### src/rtl/fetch_pkg.sv
// Shared types and helpers for the Raisin64 fetch queue.
package fetch_pkg;

  localparam int PARCEL_W = 16;

  // inst_len encoding seen by decode
  typedef enum logic [1:0] {
    LEN_NONE = 2'b00,
    LEN16    = 2'b01,
    LEN32    = 2'b10,
    LEN64    = 2'b11
  } inst_len_e;

  // Parcels occupied by the instruction whose first parcel is p0.
  function automatic logic [2:0] inst_parcels(input logic [PARCEL_W-1:0] p0);
    if (!p0[15])      return 3'd1;
    else if (!p0[14]) return 3'd2;
    else              return 3'd4;
  endfunction

  function automatic inst_len_e parcels_to_len(input logic [2:0] n);
    case (n)
      3'd1:    return LEN16;
      3'd2:    return LEN32;
      default: return LEN64;
    endcase
  endfunction

  // Byte length of an instruction; zero for LEN_NONE.
  function automatic logic [3:0] len_bytes(input logic [1:0] len);
    case (len)
      2'b01:   return 4'd2;
      2'b10:   return 4'd4;
      2'b11:   return 4'd8;
      default: return 4'd0;
    endcase
  endfunction

endpackage

### src/rtl/parcel_queue.sv
// Circular buffer of 16-bit parcels: variable push with leading skip,
// variable pop, exposes the four oldest parcels. Full/empty come from count.
module parcel_queue import fetch_pkg::*; #(
  parameter  int QDEPTH  = 16,
  parameter  int FETCH_P = 4,
  localparam int PTR_W   = $clog2(QDEPTH),
  localparam int CNT_W   = PTR_W + 1,
  localparam int SKP_W   = $clog2(FETCH_P)
) (
  input  logic                             clk,
  input  logic                             rst_n,
  input  logic                             flush,
  input  logic                             push,
  input  logic [FETCH_P-1:0][PARCEL_W-1:0] push_data,
  input  logic [SKP_W-1:0]                 push_skip,
  input  logic [2:0]                       pop_n,
  output logic [3:0][PARCEL_W-1:0]         head,
  output logic [CNT_W-1:0]                 count
);

  logic [QDEPTH-1:0][PARCEL_W-1:0]  mem;
  logic [PTR_W-1:0]                 rd_ptr, wr_ptr;
  logic [CNT_W-1:0]                 push_n;
  logic [FETCH_P-1:0][PARCEL_W-1:0] by_addr;
  logic [QDEPTH-1:0][PTR_W-1:0]     off;
  logic [QDEPTH-1:0][SKP_W-1:0]     sel;

  assign push_n = push ? (CNT_W'(FETCH_P) - CNT_W'(push_skip)) : '0;

  // Memory puts the lowest address in the MSBs; reorder so index == address order.
  for (genvar k = 0; k < FETCH_P; k++) begin : g_addr
    assign by_addr[k] = push_data[FETCH_P-1-k];
  end

  // Each entry's distance past the write pointer picks its source parcel.
  for (genvar e = 0; e < QDEPTH; e++) begin : g_ent
    assign off[e] = PTR_W'(e) - wr_ptr;
    assign sel[e] = SKP_W'(off[e]) + push_skip;
  end

  for (genvar k = 0; k < 4; k++) begin : g_head
    assign head[k] = mem[rd_ptr + PTR_W'(k)];
  end

  // Storage write: entries inside the push window take their parcel.
  always_ff @(posedge clk) begin
    if (push)
      for (int e = 0; e < QDEPTH; e++)
        if ({1'b0, off[e]} < push_n) mem[e] <= by_addr[sel[e]];
  end

  // Pointer and occupancy update; flush wins over push/pop.
  always_ff @(posedge clk or negedge rst_n) begin
    if (!rst_n) begin
      rd_ptr <= '0;
      wr_ptr <= '0;
      count  <= '0;
    end else if (flush) begin
      rd_ptr <= '0;
      wr_ptr <= '0;
      count  <= '0;
    end else begin
      rd_ptr <= rd_ptr + PTR_W'(pop_n);
      wr_ptr <= wr_ptr + PTR_W'(push_n);
      count  <= count + push_n - CNT_W'(pop_n);
    end
  end

endmodule

### src/rtl/fetch_queue.sv
// Raisin64 fetch unit: aligned wide fetches with credit control, parcel
// queue, one variable-length instruction per cycle to decode, redirects.
module fetch_queue import fetch_pkg::*; #(
  parameter int              ADDR_W   = 64,
  parameter int              FETCH_W  = 64,
  parameter int              QDEPTH   = 16,
  parameter int              MAX_OUT  = 2,
  parameter logic [ADDR_W-1:0] RESET_PC = '0
) (
  input  logic              clk,
  input  logic              rst_n,
  output logic [ADDR_W-1:0] imem_addr,
  output logic              imem_addr_valid,
  input  logic              imem_addr_ready,
  input  logic [FETCH_W-1:0] imem_data,
  input  logic              imem_data_valid,
  output logic [63:0]       inst_data,
  output logic [1:0]        inst_len,
  output logic [ADDR_W-1:0] inst_pc,
  output logic              inst_valid,
  input  logic              inst_ready,
  output logic [ADDR_W-1:0] next_seq_pc,
  input  logic [ADDR_W-1:0] jump_pc,
  input  logic              do_jump
);

  localparam int FETCH_P = FETCH_W / PARCEL_W;
  localparam int FETCH_B = FETCH_W / 8;
  localparam int SKP_W   = $clog2(FETCH_P);
  localparam int CNT_W   = $clog2(QDEPTH) + 1;
  localparam int OUT_W   = 3;

  function automatic logic [ADDR_W-1:0] align_fetch(input logic [ADDR_W-1:0] a);
    return a & ~ADDR_W'(FETCH_B - 1);
  endfunction

  logic                      started;
  logic [ADDR_W-1:0]         fetch_pc, pc;
  logic [OUT_W-1:0]          outstanding, drop, out_next;
  logic [SKP_W-1:0]          skip;
  logic [CNT_W-1:0]          count;
  logic [3:0][PARCEL_W-1:0]  head;
  logic [2:0]                need, pop_n;
  logic                      credit_ok, req_fire, push, accept;

  // Presentation to decode
  assign need        = inst_parcels(head[0]);
  assign inst_valid  = ~do_jump & (count >= CNT_W'(need));
  assign inst_len    = inst_valid ? parcels_to_len(need) : LEN_NONE;
  assign inst_pc     = pc;
  assign next_seq_pc = pc + ADDR_W'(len_bytes(inst_len));
  assign accept      = inst_valid & inst_ready;
  assign pop_n       = accept ? need : 3'd0;

  // Left-align the instruction and zero everything past its length.
  always_comb begin
    inst_data = '0;
    if (inst_valid)
      case (need)
        3'd1:    inst_data = {head[0], 48'h0};
        3'd2:    inst_data = {head[0], head[1], 32'h0};
        default: inst_data = {head[0], head[1], head[2], head[3]};
      endcase
  end

  // Only issue when the queue has room for every in-flight word plus this one.
  assign credit_ok       = (QDEPTH - int'(count) - FETCH_P * int'(outstanding)) >= FETCH_P;
  assign imem_addr       = fetch_pc;
  assign imem_addr_valid = started & ~do_jump & (outstanding < OUT_W'(MAX_OUT)) & credit_ok;
  assign req_fire        = imem_addr_valid & imem_addr_ready;
  assign push            = imem_data_valid & (drop == '0);
  assign out_next        = outstanding + {2'b0, req_fire} - {2'b0, imem_data_valid};

  parcel_queue #(.QDEPTH(QDEPTH), .FETCH_P(FETCH_P)) u_q (
    .clk       (clk),
    .rst_n     (rst_n),
    .flush     (do_jump),
    .push      (push),
    .push_data (imem_data),
    .push_skip (skip),
    .pop_n     (pop_n),
    .head      (head),
    .count     (count)
  );

  // Request/drop bookkeeping and PC tracking; a redirect overrides all of it.
  always_ff @(posedge clk or negedge rst_n) begin
    if (!rst_n) begin
      started     <= 1'b0;
      fetch_pc    <= align_fetch(RESET_PC);
      skip        <= RESET_PC[SKP_W:1];
      pc          <= RESET_PC;
      outstanding <= '0;
      drop        <= '0;
    end else begin
      started     <= 1'b1;
      outstanding <= out_next;
      if (do_jump) begin
        drop     <= out_next;
        fetch_pc <= align_fetch(jump_pc);
        skip     <= jump_pc[SKP_W:1];
        pc       <= jump_pc;
      end else begin
        if (imem_data_valid && drop != '0) drop <= drop - 3'd1;
        if (req_fire) fetch_pc <= fetch_pc + ADDR_W'(FETCH_B);
        if (push)     skip <= '0;
        if (accept)   pc <= pc + ADDR_W'({need, 1'b0});
      end
    end
  end

endmodule
### config.mk
export PLATFORM = sky130hd
export DESIGN_NAME = fetch_queue
export DESIGN_NICKNAME = d
export VERILOG_FILES = /design/src/rtl/fetch_pkg.sv /design/src/rtl/parcel_queue.sv /design/src/rtl/fetch_queue.sv
export SDC_FILE = /design/constraint.sdc
export NUM_CORES = 1
export LEC_CHECK = 0
export CORE_ASPECT_RATIO = 0.5
export CORE_MARGIN = 2
export CORE_UTILIZATION = 30
export CTS_BUF_LIST = sky130_fd_sc_hd__clkbuf_16
export DETAILED_ROUTE_END_ITERATION = 6
export GPL_TIMING_DRIVEN = 0
export PLACE_DENSITY = 0.58
export SKIP_CTS_REPAIR_TIMING = 1
export SYNTH_ARGS = -nofsm -noshare
export SYNTH_HDL_FRONTEND = slang
export SYNTH_SLANG_ARGS = --single-unit
### constraint.sdc
create_clock -name clk -period 12.5 [get_ports clk]
set_input_delay 1.25 -clock clk [delete_from_list [all_inputs] [get_ports clk]]
set_output_delay 1.25 -clock clk [all_outputs]
set_load 0.01 [all_outputs]
==> out/metrics.csv, run 1 <==
stage;metric;value;unit
sta;RSZ-0062 raised after global routing;false;
die;die width;438;um
logic_synthesis;synthesis-stage register bit count;403;
placed_design;Detailed Place HPWL;91.6;mm
logic_synthesis;syn avg cell area;13.4;sq um
worst_setup_path;Critical Path Slowest Stage Cell;o21ai_1;
logic_synthesis;most frequent cell after synthesis;mux4_2;
logic_synthesis;EDFF count, synth;256;
sta;setup TNS;0;ns
die;die area;96900;sq um
final_layout;Layout area overhead;25.5;%
routing;antenna-violating nets left;0;
routing;drt first pass iters;6;
power_and_ir_drop;Sw Ratio;37.2;%
routing;Via-to-Cell Ratio;6.05;
sta;slew margin rel.;3.56;%
routing;Post-Route WL;124;mm
final_layout;post-layout util;38.1;%
logic_synthesis;Yosys cell types;71;
logic_synthesis;async set or reset register ratio after synthesis;36.5;%
power_and_ir_drop;internal cell power;3550;uW
sta;Tcrit/Tclk final;84.8;%
final_layout;nets@finish;2752;
worst_setup_path;Critical Path RT;11.25;ns
worst_setup_path;critical path cell sequence;buf_2 > buf_2 > mux4_2 > mux4_2 > clkbuf_1 > nand2_1 > ha_1 > a21oi_1 > o21ai_1 > o21ai_1 > nor2b_1 > buf_2 > nand2_1 > inv_1 > ha_1 > a21oi_1 > nor4_2 > nand2b_1 > clkbuf_1 > nor3_1 > nand3_1 > xnor2_1 > clkdlybuf4s50_1;
cts;CTS tree;done;
global_route;first-pass GRT wire length;173;mm
power_and_ir_drop;leakage;0.0119;uW
placed_design;GPL Wtd Cong;0.955;
cts;worst skew pair latency;0.60;ns
worst_setup_path;most used cell, CP;buf_2;
routing;via count;23200;
power_and_ir_drop;clock power share;25.1;%
sta;Worst Tran Pin Value;1.45;ns
logic_synthesis;top cells by count, synth;383 x mux4_2, 256 x edfxtp_1, 147 x dfrtp_1, 113 x nand2_1, 107 x nor2_1;
cts;root buf cell;clkbuf_16;
global_route;total global routing overflow;0;
worst_setup_path;maximum fanout along the worst path;10;
global_route;vias in the first global route;23200;
global_route;initial antenna violation count;7;
die;num rows;79;
placed_design;Port Buffers;389;
sta;fin. max-slew vios;0;
logic_synthesis;Cells after Synth;2106;
die;starting density of the core;30.3;%
power_and_ir_drop;power per standard cell area;159;nW/um^2
die;io pins;394;
sta;Hold Fails Final Rpt;0;
worst_setup_path;family with the most delay on the worst path;simple AND/OR/NAND/NOR gates;
power_and_ir_drop;Psw;2100;uW
logic_synthesis;Synth Area in Compound Gates;4.57;%
sta;minimum clock period;10.60;ns
cts;clock buffer depth;3;
worst_hold_path;worst min path class;reg2reg;
sta;final setup fails;0;
job;maxcap violations;0;
final_layout;share of layout cells above drive strength 1;22.1;%
power_and_ir_drop;IR drop worst, VDD;0.0882;mV
die;core area;93200;sq um
logic_synthesis;Synth Area in Simple Gates;11.6;%
cts;total CTS buffers;42;
logic_synthesis;most frequently used flop master after synthesis;edfxtp_1;
logic_synthesis;Post-Syn Area;28300;sq um
worst_setup_path;crit path kind;reg2out;
logic_synthesis;sequential area share after synthesis;40.2;%
routing;# DRC;0;
logic_synthesis;share of the synthesized area in the top cell type;30.5;%
logic_synthesis;area leader, netlist;mux4_2;
cts;H-tree depth;2;
cts;clk slew on worst S/H paths;0.07;ns
logic_synthesis;multiplexer area fraction after synthesis;31.8;%
global_route;GRT Util Overall;25.0;%
routing;1st-iter DRT viols;3034;
global_route;largest net degree at the start of global routing;84;
logic_synthesis;Synth Area in Adders;3.25;%
power_and_ir_drop;Comb power frac;44.2;%
worst_setup_path;type of origin of the critical path;register;
worst_setup_path;crit end category;primary output;
routing;wire length per cell;32.2;um
logic_synthesis;ranking of synthesized cells by area;mux4_2 31%, edfxtp_1 27%, dfrtp_1 13%;
status;status;complete, no violations;
worst_setup_path;CP peak stage delay;0.89;ns
final_layout;FILL cells;8945;
cts;# clock sinks;403;
logic_synthesis;xor and xnor area share after synthesis;5.20;%
logic_synthesis;warnings from Yosys;0;
power_and_ir_drop;Flop pwr share;30.7;%
die;Die Span Y;221;um
worst_setup_path;WP buf/inv;7;
sta;Max Clock Skew;0.0333;ns
sta;maximum clock frequency;94.3;MHz
worst_setup_path;Critical Path AT;9.35;ns
logic_synthesis;largest family of logic cells by synthesized area;multiplexers;
## area by class of cell
cell class / count / area [sq um] / share of cell area [%]
clock inverter: 34 / 427 / 1.20
inverter: 65 / 244 / 0.688
multi-input combinational: 1472 / 16100 / 45.3
timing repair buffer: 398 / 4000 / 11.3
clock buffer: 43 / 1080 / 3.03
buffer: 168 / 719 / 2.03
sequential: 403 / 11400 / 32.0
tap: 1255 / 1570 / 4.43
antenna: 3 / 7.51 / 0.0212
## worst paths after layout
kind	cells past startpoint	to	slack, ns	startpoint
max	23	next_seq_pc[59]	1.90	u_q.rd_ptr[0]$_DFF_PN0_
min	1	inst_pc[0]$_DFFE_PN0P_	0.55	inst_pc[0]$_DFFE_PN0P_
max reg2reg	21	u_q.count[4]$_DFF_PN0_	5.61	u_q.rd_ptr[0]$_DFF_PN0_
min reg2reg	1	inst_pc[0]$_DFFE_PN0P_	0.55	inst_pc[0]$_DFFE_PN0P_
max in group asynchronous	2	u_q.wr_ptr[2]$_DFF_PN0_	11.07	rst_n
min in group asynchronous	1	imem_addr[51]$_DFFE_PN0N_	0.59	rst_n
## worst register-to-register path: cells and delay by family, from the launching register on
| kind | cells | cell delay [ns] |
|---|---|---|
| and+or+nand+nor | 5 | 1.03 |
| buffers and inverters | 5 | 1.34 |
| xor gates and xnor gates | 1 | 0.14 |
| DFF | 1 | 0.39 |
| adders and majority gates | 3 | 1.10 |
| AOI/OAI and AO/OA | 5 | 1.56 |
| muxes | 2 | 1.18 |
## power by group through the flow
stage               Clock [uW]  Combinational [uW]  Sequential, uW
finish                    1420                2500            1740
global route              1480                2610            1740
CTS                       1430                2490            1730
detailed placement           0                2490            1760
global placement             0                2440            1760
floorplan                    0                1440            1730
## state kept, by name, summed over array words and instances, names as in the netlist
signal and count:
outstanding 3, skip 2, imem_addr 61, u_q.wr_ptr 4, u_q.count 5, drop 3
u_q.mem 256, u_q.rd_ptr 4, inst_pc 64, started 1
## cells by family after synthesis
family                     Yosys count
muxes                              416
and+or+nand+nor                    617
xor gates and xnor gates           168
AOI/OAI and AO/OA                  199
other                                2
buffers and inverters              233
DFF                                403
adders and majority gates           68
## cells in the final DEF, fill, tap and decap left out, drive strengths merged, types with 65 or more instances in the layout
| cell | count |
|---|---|
| buf | 72 |
| clkdlybuf4s50 | 388 |
| clkbuf | 149 |
| nand2 | 113 |
| edfxtp | 256 |
| nor2 | 107 |
| o21ai | 67 |
| dfrtp | 147 |
| nand3 | 78 |
| inv | 68 |
| xor2 | 65 |
| mux4 | 383 |
| xnor2 | 103 |
## routing by layer
metal  track usage [%]  vias to the layer above  part of all wire [%]
li1                  -                     9318                     -
met1              31.3                    12000                    37
met2              41.1                     1594                    48
met3              5.61                      329                   9.6
met4              11.5                       10                   5.4
met5                 0                        -                 0.043
## through the flow
| stage | instance area, sq um | std cells | worst slack, ns | hold WS, ns | power (uW) |
|---|---|---|---|---|---|
| after global placement | 33700 | 3752 | 1.01 | 0.516 | 4200 |
| final | 35500 | 3841 | 1.90 | 0.545 | 5650 |
| after detailed placement | 34000 | 3761 | 2.45 | 0.530 | 4240 |
| after CTS | 35500 | 3838 | 1.79 | 0.545 | 5650 |
| after floorplan | 28300 | 2108 | 6.09 | 0.506 | 3180 |
| after global routing | 35500 | 3839 | 1.50 | 0.581 | 5840 |
(Power assumes the default switching activity.)
==> run 2, diff against run 1 <==
PLACE_DENSITY = 0.6   (was 0.58)
clock period = 9.4 ns   (was 12.5 ns; I/O delays follow)
==> run 2 against run 1 <==
  * Sequential share of layout area barely moved
  * Power increased by 32%
  * Flip-flop and latch count is the same
  * First-iteration DRC count grew 4.1%
  * Routed wire length is 0.25% lower
  * Worst setup slack got worse by 1.6 ns
  * Largest cell class unchanged
  * Largest power group unchanged
==> out/metrics.csv, run 2 (synthesized netlist as in run 1, its figures left out) <==
stage;metric;value;unit;change
placed_design;GPL Wtd Cong;0.961;;+0.62%
routing;# DRC;0;;unchanged
die;starting density of the core;30.3;%;unchanged
global_route;largest net degree at the start of global routing;99;;+18%
sta;RSZ-0062 raised after global routing;false;;
die;num rows;79;;unchanged
routing;wire length per cell;32.0;um;-0.41%
placed_design;Detailed Place HPWL;91.1;mm;-0.51%
sta;Tcrit/Tclk final;96.3;%;
cts;# clock sinks;403;;unchanged
sta;setup TNS;0;ns;unchanged
final_layout;Cell Count, Final, Fillers Out;3847;;+0.16%
final_layout;commonest cells after routing, fill and taps aside;388 x clkdlybuf4s50_1, 383 x mux4_2, 256 x edfxtp_1;;
sta;Worst Tran Pin Value;1.41;ns;-0.0404 ns
power_and_ir_drop;leakage;0.0119;uW;+0.18%
final_layout;Layout area overhead;25.6;%;about the same
global_route;total global routing overflow;0;;unchanged
final_layout;commonest non-fill, non-tap cell in the layout;clkdlybuf4s50_1;;
die;core area;93200;sq um;unchanged
final_layout;max reg flops;256;;unchanged
sta;Max Clock Skew;0.0277;ns;-0.00556 ns
final_layout;share of layout cells above drive strength 1;22.4;%;+0.31 points
worst_hold_path;worst min path class;in2async;;
placed_design;pre-CTS WS;-0.150;ns;-2.60 ns
status;status;complete, no violations;;
global_route;first-pass GRT wire length;173;mm;+0.20%
global_route;initial antenna violation count;9;;+2
final_layout;nets@finish;2757;;+0.18%
sta;maximum clock frequency;110;MHz;
worst_setup_path;crit path kind;reg2out;;
sta;Hold Fails Final Rpt;0;;unchanged
final_layout;FILL cells;8912;;-0.37%
placed_design;Port Buffers;389;;unchanged
worst_setup_path;crit end category;primary output;;
placed_design;Placed Cells incl. Taps;3765;;+0.11%
routing;drt first pass iters;6;;unchanged
sta;slew margin rel.;6.25;%;+2.7 points
routing;Post-Route WL;123;mm;-0.25%
global_route;GRT Util Overall;25.0;%;about the same
worst_setup_path;type of origin of the critical path;register;;
worst_setup_path;most used cell, CP;buf_2;;
worst_setup_path;Critical Path Slowest Stage Cell;mux4_2;;
cts;clk slew on worst S/H paths;0.06;ns;about the same
worst_setup_path;Critical Path RT;8.46;ns;-2.79 ns
cts;root buf cell;clkbuf_16;;
worst_setup_path;Critical Path AT;8.11;ns;-1.24 ns
final_layout;Reg with most FFs;u_q.mem;;
die;Die Span Y;221;um;unchanged
routing;Via-to-Cell Ratio;6.07;;+0.39%
sta;final setup fails;0;;unchanged
cts;worst skew pair latency;0.61;ns;about the same
cts;CTS tree;done;;
worst_setup_path;critical path cell sequence;buf_2 > buf_2 > mux4_2 > mux4_2 > clkbuf_1 > nand2_1 > ha_1 > a21oi_1 > o21ai_2 > o21ai_4 > nor2b_1 > buf_2 > nand2_1 > inv_1 > ha_1 > a21oi_1 > clkbuf_2 > or3_1 > clkbuf_1 > nor2_1 > nand3_1 > xnor2_1 > clkdlybuf4s50_1;;
sta;worst setup margin;0.346;ns;-1.55 ns
job;maxcap violations;0;;unchanged
die;die width;438;um;unchanged
die;die area;96900;sq um;unchanged
die;io pins;394;;unchanged
routing;antenna-violating nets left;0;;unchanged
global_route;vias in the first global route;23100;;-0.42%
worst_setup_path;cells on worst reg2reg path;19;;-9.5%
worst_setup_path;maximum fanout along the worst path;10;;unchanged
sta;fin. max-slew vios;0;;unchanged
routing;1st-iter DRT viols;3158;;+4.1%
power_and_ir_drop;IR drop worst, VDD;0.123;mV;+39%
cts;clock buffer depth;3;;unchanged
cts;total CTS buffers;43;;+2.4%
routing;via count;23300;;+0.55%
cts;H-tree depth;2;;unchanged
worst_setup_path;CP peak stage delay;0.64;ns;-0.25 ns
worst_setup_path;R2R Setup Slk;3.10;ns;-2.51 ns
sta;minimum clock period;9.05;ns;
power_and_ir_drop;power per standard cell area;210;nW/um^2;+31%
[run 2: cell count changes in the layout (fill, tap and decap cells not counted), moves of 3 or more]
cell and change:
clkbuf_2 +3, bufinv_16 -4, clkinv_2 -4, inv_1 +3
[run 2: through the flow]
stage	utilization (%)	total power (uW)	hold WS, ns	instance area (sq um)
final	38.1	7440	0.252	35500
after global routing	38.1	7700	0.263	35500
after CTS	38.0	7420	0.254	35400
after detailed placement	36.5	5630	0.525	34000
after global placement	36.2	5570	0.515	33700
after floorplan	-	4230	0.506	28300
[run 2: final cells by class]
class / instances / area, sq um / share of cell area [%]
Sequential cell: 403 / 11400 / 32.0
Buffer: 168 / 723 / 2.04
Tap cell: 1255 / 1570 / 4.42
Clock inverter: 32 / 308 / 0.867
Inverter: 65 / 244 / 0.687
Multi-Input combinational cell: 1472 / 16100 / 45.3
Clock buffer: 45 / 1130 / 3.17
Timing Repair Buffer: 402 / 4070 / 11.5
Antenna cell: 5 / 12.5 / 0.0352
[run 2: worst paths after layout]
path	start	end
max reg2reg	u_q.rd_ptr[0]$_DFF_PN0_	u_q.count[4]$_DFF_PN0_
max in group asynchronous	rst_n	inst_pc[2]$_DFFE_PN0N_
max	u_q.rd_ptr[0]$_DFF_PN0_	next_seq_pc[56]
min reg2reg	inst_pc[0]$_DFFE_PN0P_	inst_pc[0]$_DFFE_PN0P_
min	rst_n	imem_addr[51]$_DFFE_PN0N_
min in group clk	inst_pc[0]$_DFFE_PN0P_	inst_pc[0]$_DFFE_PN0P_
[run 2: routing by layer]
layer / up-vias / routed length (um) / GRT usage [%] / share of wire [%]
li1: 9321 / - / - / -
met1: 11900 / 44300 / 30.9 / 36
met2: 1743 / 58900 / 40.8 / 48
met3: 353 / 12800 / 6.10 / 10
met4: 10 / 7120 / 12.5 / 5.8
met5: - / 60 / 0 / 0.049
[run 2: critical path: cells and delay by family, from the launching register on]
kind | cells | cell delay, ns
adders and majority gates | 2 | 0.61
AOI/OAI and AO/OA | 4 | 0.94
buffers and inverters | 8 | 2.49
DFF | 1 | 0.36
muxes | 2 | 1.17
and+or+nand+nor | 6 | 1.50
xor gates and xnor gates | 1 | 0.43
[run 2: where the power goes]
| group | internal, uW | switching, uW |
|---|---|---|
| sequential | 2150 | 152 |
| combinational | 1480 | 1840 |
| clock | 1010 | 803 |
| total | 4650 | 2790 |
